[src/rtl/key_event_pkg.sv]
// Shared state encoding and default timing constants for the key event decoder.
// Macro KEY_EVENT_DOUBLE_EN adds the WAIT2 state used for double-click detection.
package key_event_pkg;

    localparam int unsigned LONG_TIME_DEF   = 50_000_000;
    localparam int unsigned REPEAT_TIME_DEF = 10_000_000;
    localparam int unsigned DOUBLE_TIME_DEF = 12_500_000;

    typedef enum logic [2:0] {
        ST_IDLE,
        ST_PRESS,
        ST_HOLD,
`ifdef KEY_EVENT_DOUBLE_EN
        ST_WAIT2,
`endif
        ST_RELEASE
    } key_state_t;

    function automatic int unsigned max3(input int unsigned a, input int unsigned b,
                                         input int unsigned c);
        int unsigned m;
        m = (a > b) ? a : b;
        return (m > c) ? m : c;
    endfunction

endpackage

[src/rtl/key_event_decoder_if.sv]
// Key level in, event pulses and hold level out; master drives the key, slave decodes it.
interface key_event_decoder_if;

    logic click_n;
    logic short_p;
    logic long_p;
    logic repeat_p;
    logic double_p;
    logic hold_o;

    modport master (
        output click_n,
        input  short_p, long_p, repeat_p, double_p, hold_o
    );

    modport slave (
        input  click_n,
        output short_p, long_p, repeat_p, double_p, hold_o
    );

endinterface

[src/rtl/key_event_decoder.sv]
// Classifies a debounced key into short/long/repeat/double events (double needs KEY_EVENT_DOUBLE_EN).
// Latency: every pulse is registered, high for one cycle, in the cycle after the deciding sample.
// Backpressure: none; events are fire-and-forget pulses.
import key_event_pkg::*;

module key_event_decoder #(
    parameter int unsigned LONG_TIME   = LONG_TIME_DEF,
    parameter int unsigned REPEAT_TIME = REPEAT_TIME_DEF,
    parameter int unsigned DOUBLE_TIME = DOUBLE_TIME_DEF
) (
    input  logic                clk,
    input  logic                rst_n,
    key_event_decoder_if.slave  kif
);

    localparam int unsigned MAX_TIME = max3(LONG_TIME, REPEAT_TIME, DOUBLE_TIME);
    localparam int unsigned CW       = (MAX_TIME > 1) ? $clog2(MAX_TIME) : 1;

    localparam logic [CW-1:0] LONG_LAST   = CW'(LONG_TIME - 1);
    localparam logic [CW-1:0] REPEAT_LAST = CW'(REPEAT_TIME - 1);
`ifdef KEY_EVENT_DOUBLE_EN
    localparam logic [CW-1:0] DOUBLE_LAST = CW'(DOUBLE_TIME - 1);
`endif

    key_state_t    state, state_nxt;
    logic [CW-1:0] cnt, cnt_nxt;
    logic          prev_n;
    logic          press, key_up;
    logic          short_nxt, long_nxt, repeat_nxt;
`ifdef KEY_EVENT_DOUBLE_EN
    logic          double_nxt;
`endif

    // prev_n resets to 0 so a key held low through reset is not taken as a fresh press.
    assign press  = prev_n & ~kif.click_n;
    assign key_up = kif.click_n;

    always_ff @(posedge clk or negedge rst_n) begin
        if (!rst_n) begin
            state        <= ST_IDLE;
            cnt          <= '0;
            prev_n       <= 1'b0;
            kif.short_p  <= 1'b0;
            kif.long_p   <= 1'b0;
            kif.repeat_p <= 1'b0;
            kif.hold_o   <= 1'b0;
`ifdef KEY_EVENT_DOUBLE_EN
            kif.double_p <= 1'b0;
`endif
        end else begin
            state        <= state_nxt;
            cnt          <= cnt_nxt;
            prev_n       <= kif.click_n;
            kif.short_p  <= short_nxt;
            kif.long_p   <= long_nxt;
            kif.repeat_p <= repeat_nxt;
            kif.hold_o   <= (state_nxt == ST_HOLD);
`ifdef KEY_EVENT_DOUBLE_EN
            kif.double_p <= double_nxt;
`endif
        end
    end

`ifndef KEY_EVENT_DOUBLE_EN
    assign kif.double_p = 1'b0;
`endif

    always_comb begin
        state_nxt  = state;
        cnt_nxt    = cnt;
        short_nxt  = 1'b0;
        long_nxt   = 1'b0;
        repeat_nxt = 1'b0;
`ifdef KEY_EVENT_DOUBLE_EN
        double_nxt = 1'b0;
`endif
        case (state)
            ST_IDLE: begin
                if (press) begin
                    state_nxt = ST_PRESS;
                    cnt_nxt   = '0;
                end
            end
            ST_PRESS: begin
                if (key_up) begin
                    cnt_nxt = '0;
`ifdef KEY_EVENT_DOUBLE_EN
                    state_nxt = ST_WAIT2;
`else
                    short_nxt = 1'b1;
                    state_nxt = ST_IDLE;
`endif
                end else if (cnt == LONG_LAST) begin
                    long_nxt  = 1'b1;
                    state_nxt = ST_HOLD;
                    cnt_nxt   = '0;
                end else begin
                    cnt_nxt = cnt + CW'(1);
                end
            end
            ST_HOLD: begin
                if (key_up) begin
                    state_nxt = ST_IDLE;
                    cnt_nxt   = '0;
                end else if (cnt == REPEAT_LAST) begin
                    repeat_nxt = 1'b1;
                    cnt_nxt    = '0;
                end else begin
                    cnt_nxt = cnt + CW'(1);
                end
            end
`ifdef KEY_EVENT_DOUBLE_EN
            // A second press wins over expiry when both land on the same sample.
            ST_WAIT2: begin
                if (press) begin
                    double_nxt = 1'b1;
                    state_nxt  = ST_RELEASE;
                    cnt_nxt    = '0;
                end else if (cnt == DOUBLE_LAST) begin
                    short_nxt = 1'b1;
                    state_nxt = ST_IDLE;
                    cnt_nxt   = '0;
                end else begin
                    cnt_nxt = cnt + CW'(1);
                end
            end
`endif
            ST_RELEASE: begin
                if (key_up) begin
                    state_nxt = ST_IDLE;
                end
            end
            default: begin
                state_nxt = ST_IDLE;
                cnt_nxt   = '0;
            end
        endcase
    end

endmodule

[src/flat_wrapper.sv]
// flat-port wrapper written by rule: the top's interface ports become plain ports
module key_event_decoder_flat 
#(
    parameter int unsigned LONG_TIME   = LONG_TIME_DEF,
    parameter int unsigned REPEAT_TIME = REPEAT_TIME_DEF,
    parameter int unsigned DOUBLE_TIME = DOUBLE_TIME_DEF
)
  (clk, rst_n, kif_click_n, kif_short_p, kif_long_p, kif_repeat_p, kif_double_p, kif_hold_o);
  key_event_decoder_if kif_i ();
  input  logic clk;
  input  logic rst_n;
  input wire logic [$bits(kif_i.click_n)-1:0] kif_click_n;
  output wire logic [$bits(kif_i.short_p)-1:0] kif_short_p;
  output wire logic [$bits(kif_i.long_p)-1:0] kif_long_p;
  output wire logic [$bits(kif_i.repeat_p)-1:0] kif_repeat_p;
  output wire logic [$bits(kif_i.double_p)-1:0] kif_double_p;
  output wire logic [$bits(kif_i.hold_o)-1:0] kif_hold_o;
  assign kif_i.click_n = kif_click_n;
  assign kif_short_p = kif_i.short_p;
  assign kif_long_p = kif_i.long_p;
  assign kif_repeat_p = kif_i.repeat_p;
  assign kif_double_p = kif_i.double_p;
  assign kif_hold_o = kif_i.hold_o;
  key_event_decoder #(.LONG_TIME(LONG_TIME), .REPEAT_TIME(REPEAT_TIME), .DOUBLE_TIME(DOUBLE_TIME)) u_core (.clk(clk), .rst_n(rst_n), .kif(kif_i));
endmodule
[config.mk]
export PLATFORM = sky130hd
export DESIGN_NAME = key_event_decoder_flat
export DESIGN_NICKNAME = d
export VERILOG_FILES = /design/src/rtl/key_event_pkg.sv /design/src/rtl/key_event_decoder_if.sv /design/src/rtl/key_event_decoder.sv /design/src/flat_wrapper.sv
export SDC_FILE = /design/constraint.sdc
export NUM_CORES = 1
export LEC_CHECK = 0
export ABC_AREA = 1
export CAP_MARGIN = 20
export CORE_MARGIN = 5
export CORE_UTILIZATION = 50
export DETAILED_ROUTE_END_ITERATION = 8
export MAX_ROUTING_LAYER = met4
export PLACE_DENSITY = 0.73
export SLEW_MARGIN = 0
export SYNTH_ARGS = -nofsm -noshare
export SYNTH_HDL_FRONTEND = slang
export SYNTH_SLANG_ARGS = --single-unit
[constraint.sdc]
create_clock -name clk -period 2.4 [get_ports clk]
set_input_delay 0.48 -clock clk [delete_from_list [all_inputs] [get_ports clk]]
set_output_delay 0.48 -clock clk [all_outputs]
set_load 0.05 [all_outputs]
## After elaboration in Yosys (flattened, before gate mapping)

Cells that the tools add are included.

- Logic and storage cells: 40
- Bits of input ports: 3
- Register bits: 34

- Equal/unequal tests: 7
- Multiplexer cells: 19
- Bitwise operators: 3
- Reductions and logical operators: 3
- $add $sub $neg: 1

Operators with widths:

| kind | number |
|---|---|
| 2-to-1 mux 26 bit | 5 |
| case mux 26 bit (4 select lines) | 1 |
| adder 26 x 1 -> 26 bit (second input constant) | 1 |
| equality test 26 x 24 -> 1 bit (second input constant) | 1 |
| equality test 26 bit (second input constant) | 1 |
| 2-to-1 mux 3 bit | 4 |
| equality test 3 x 2 -> 1 bit (second input constant) | 3 |
| case mux 3 bit (3 select lines) | 1 |
| 2-to-1 mux 1 bit | 8 |
| equality test 3 x 1 -> 1 bit (second input constant) | 1 |
| zero test 3 bit | 1 |
| inequality test 2 x 1 -> 1 bit (second input constant) | 1 |
| inverter 1 bit | 2 |
| AND reduction 2 bit | 1 |
| OR reduction 2 bit | 1 |
| bitwise AND 1 bit | 1 |

## Logic depth before layout (Yosys ltp)

- Depth after elaboration: 5
- Mapped depth: 11

## Worst setup path before layout

OpenSTA, ideal clock, no wires.

- Path type: reg-to-reg
- From: register u_core.cnt[0]
- To: register u_core.cnt[13]
- Setup slack: 0.755 ns
- Data arrival time: 1.523 ns
- Required time: 2.277 ns
- Buffers on the path: 1
- Period minus slack after synthesis: 1.645 ns
- Cell stages (with the launch flop): 10
- Cells stage by stage: dfrtp_1 ha_1 nand3_2 nor3_4 nand4_1 nand2_1 nand2_2 nand2_4 buf_6 a21oi_2

- Word-level cells in the longest chain between the ends: 4
- Elaborated cells between the ends (all ways): 8
- Those cells by class: 1 x add/sub; 2 x eq/ne; 5 x mux

RTL lines:

| what | RTL line | RTL |
|---|---|---|
| start: declaration | key_event_decoder.sv:26 | `logic [CW-1:0] cnt, cnt_nxt;` |
| start signal: assignment | key_event_decoder.sv:52 | `cnt <= cnt_nxt;` |
| adder 26 x 1 -> 26 bit (tied with other cells) | key_event_decoder.sv:98, key_event_decoder.sv:109 |  |
| 2-to-1 mux 26 bit (on tied branches) | key_event_decoder.sv:105, key_event_decoder.sv:93 |  |
| 2-to-1 mux 26 bit (on tied branches) | key_event_decoder.sv:102, key_event_decoder.sv:85 |  |
| case mux 26 bit (4 select lines) (*) | key_event_decoder.sv:77 | `case (state)` |

Every way passes the cells marked *; elsewhere a longest branch is shown, timed or not.
A chain may end at the register's enable or synchronous reset.

## Worst setup path in the final report

- From: register u_core.cnt[0]
- To: register u_core.cnt[23]

The elaborated chain is that of the path after synthesis.

==> out/results.ini <==
[sta]
layout_setup_ws_ps = 466
fin_worst_skew_ps = 2.78
tns_ps = 0
final-setup-viol-count = 0
finalCriticalPeriod_ps = 1930
max_slew_margin = 0.483
hold_ws_ps = 262
fin_crit_sh = 0.806
worstMarginPinSlew_ps = 776
max_freq_mhz = 517
rsz0062_at_grt = false
finalHoldViolCount = 0
slew_violations = 0

[grt]
antenna_found_initial = 0
grt_pass1_wl_um = 10300
grt_overflow = 0
grt_pass1_vias = 2123
grt_usage = 0.220
grt_max_degree = 35

[yosys]
yosys.area.top_type_share = 0.366
postSynthCellCount = 333
ys_warn_count = 0
synth_area_um2 = 2320
synth_cell_types = 32
yosysTopAreaCell = dfrtp_1
synth_area_per_cell_um2 = 6.97
ys_ff_latch = 34
yosys-top-cells-area = dfrtp_1, nand2_1, nor2_1
yosysSeqAreaShare = 0.366

[placed_design]
gp_congestion = 0.939
placedCellCount = 386
post-place-ws_ps = 426
io_buffers = 6
hpwl_um = 4470

[clock_tree]
ctsHoldBuffers = 0
cts.sinks = 34
clockRootBuffer = clkbuf_8
clk_pin_slew_worst_paths_ps = 70
cts_made_buffers = 5
worstSkewPairLatency_ps = 290
post_cts_resized = 0
cts_post_setup_buffers_inserted = 0
cts_tree = yes
htree_num_levels = 2
ctsLongestPathBuffers = 2

[routing]
vias_per_cell = 5.72
avgRoutedWirePerCell_um = 15.1
postRouteAntennaNets = 0
vias = 2253
drtIter0Drc = 200
finalWirelength_um = 5930
drt-pass1-iter-count = 5
drc = 0

[setup_path]
worstPathMaxFanout = 18
start_kind = flip-flop
end_kind = flip-flop
slowest_stage = dfrtp_1
critPathArrivalTime_ps = 2120
worstSetupPathType = reg2reg
cp_top_family = simple AND/OR/NAND/NOR gates
max_stage_delay_ps = 440
cp_cell_sequence = ha_1, nand3_2, nor3_4, nand4_1, nand2_1, nand2_2, nand2_4, nand2_1, nand2_1, inv_1
cp.required_ps = 2590
cpMostUsedCell = nand2_1
path_buf_inv = 1

[floorplan]
rows = 24
die_area_um2 = 6110
core_area_um2 = 4440
initial_core_util = 0.523
io_pins = 8
die_h_um = 78.2
fp.dieW_um = 78.2

[power]
power.total_mw = 1.16
vdd_drop_max_uv = 287
power_density_nw_per_um2 = 458
p_leak_nw = 1.06

[cells_and_area]
antenna_cells = 0
drive_above_1_share = 0.123
multi_input_area_um2 = 1310
num-fill-cells = 424
regArea_um2 = 851
final_cell_count_no_fill = 394
area_growth_pct = 8.73
num-nets-final = 345

[status]
status = completed

[min_path]
hold_path_class = in2async

[job]
cap_violations = 0

## area by class of cell
| class | count | area share |
|---|---|---|
| flip-flops and latches | 34 | 0.337 |
| multi-input cells | 259 | 0.517 |
| clock buffers | 5 | 0.0273 |
| well taps | 52 | 0.0258 |
| clock inverters | 3 | 0.0159 |
| inverters | 33 | 0.0491 |
| repair buffers | 8 | 0.0278 |
## metal layers
metal	GRT usage	part of all wire	wire, um	vias up
met3	0.0435	0.051	305	28
met5	-	0	0	-
li1	-	-	-	1100
met1	0.277	0.45	2650	1047
met4	0.0962	0.034	199	0
met2	0.343	0.47	2780	78
## cells by family (layout without fill, tap and decap cells)
family,count (synthesis),count (layout),synth area share
adders and majority gates,1,1,0.00539
AOI/OAI and AO/OA,26,26,0.0765
other,1,2,0.00161
xor gates and xnor gates,13,13,0.0490
and+or+nand+nor,217,217,0.428
buffers and inverters,41,49,0.0727
DFF,34,34,0.366
## sequential cells by signal (all words and copies together) (netlist names)
name                 count
u_core.cnt              26
u_core.kif.hold_o        1
u_core.kif.long_p        1
u_core.kif.repeat_p      1
u_core.kif.short_p       1
u_core.prev_n            1
u_core.state             3
## power breakdown
part | total (mW) | internal [mW] | switching [mW]
logic | 0.0517 | 0.00940 | 0.0423
clock network | 0.526 | 0.306 | 0.220
registers | 0.580 | 0.576 | 0.00370
total | 1.16 | 0.891 | 0.266
## synth_stat cells
cell	number
nand2_1	92
nor2_1	49
dfrtp_1	34
inv_1	28
nand3_1	28
nand4_1	22
xor2_1	13
nor3_1	7
o21ai_1	7
nor2_2	6
o21ai_2	6
inv_2	5
o21ai_0	5
a21oi_2	4
buf_2	3
nand2_2	3
clkbuf_1	2
nor3_4	2
nor4_1	2
o2111ai_1	2
or2_2	2
a21oi_1	1
and2_1	1
buf_1	1
buf_4	1
buf_6	1
conb_1	1
ha_1	1
nand2_4	1
nand3_2	1
nor2_4	1
o21bai_1	1
## cell usage in the layout, fill, tap and decap left out, types with 2 or more instances in the layout
| master | synthesis | final |
|---|---|---|
| nand2_1 | 92 | 92 |
| conb_1 | 1 | 2 |
| clkinv_2 | 0 | 2 |
| o21ai_0 | 5 | 5 |
| inv_1 | 28 | 28 |
| o21ai_2 | 6 | 6 |
| nand3_1 | 28 | 28 |
| o2111ai_1 | 2 | 2 |
| or2_2 | 2 | 2 |
| xor2_1 | 13 | 13 |
| nor3_1 | 7 | 7 |
| nand4_1 | 22 | 22 |
| nor3_4 | 2 | 2 |
| o21ai_1 | 7 | 7 |
| clkdlybuf4s50_1 | 0 | 5 |
| nor2_1 | 49 | 49 |
| nor2_2 | 6 | 6 |
| buf_4 | 1 | 2 |
| inv_2 | 5 | 5 |
| nand2_2 | 3 | 3 |
| dfrtp_1 | 34 | 34 |
| clkbuf_8 | 0 | 5 |
| nor4_1 | 2 | 2 |
| a21oi_2 | 4 | 4 |
## path summary, 6_finish.rpt
kind / startpoint / to / slack, ps / cells after the start
worst min-delay path: rst_n / u_core.cnt[22] / 260 / 1
max in group asynchronous: rst_n / u_core.cnt[7] / 1650 / 1
worst max-delay path: u_core.cnt[0] / u_core.cnt[23] / 470 / 10
worst max register to register: u_core.cnt[0] / u_core.cnt[23] / 470 / 10
worst min register to register: u_core.state[1] / u_core.kif.long_p / 530 / 1
min in group clk: u_core.state[1] / u_core.kif.long_p / 530 / 1
## per-stage QoR
step | instance area [um2] | utilization
detailed placement | 2420 | 0.544
CTS | 2520 | 0.568
global placement | 2420 | 0.544
global route | 2520 | 0.568
finish | 2520 | 0.568
floorplan | 2330 | -
## worst reg2reg max path, stage by stage (launching register included)
cell     delay [ps]
dfrtp_1         440
ha_1            260
nand3_2         160
nor3_4          270
nand4_1         120
nand2_1          90
nand2_2          80
nand2_4         230
nand2_1          90
nand2_1          60
inv_1            30
Power figures use the tool's default switching activity.
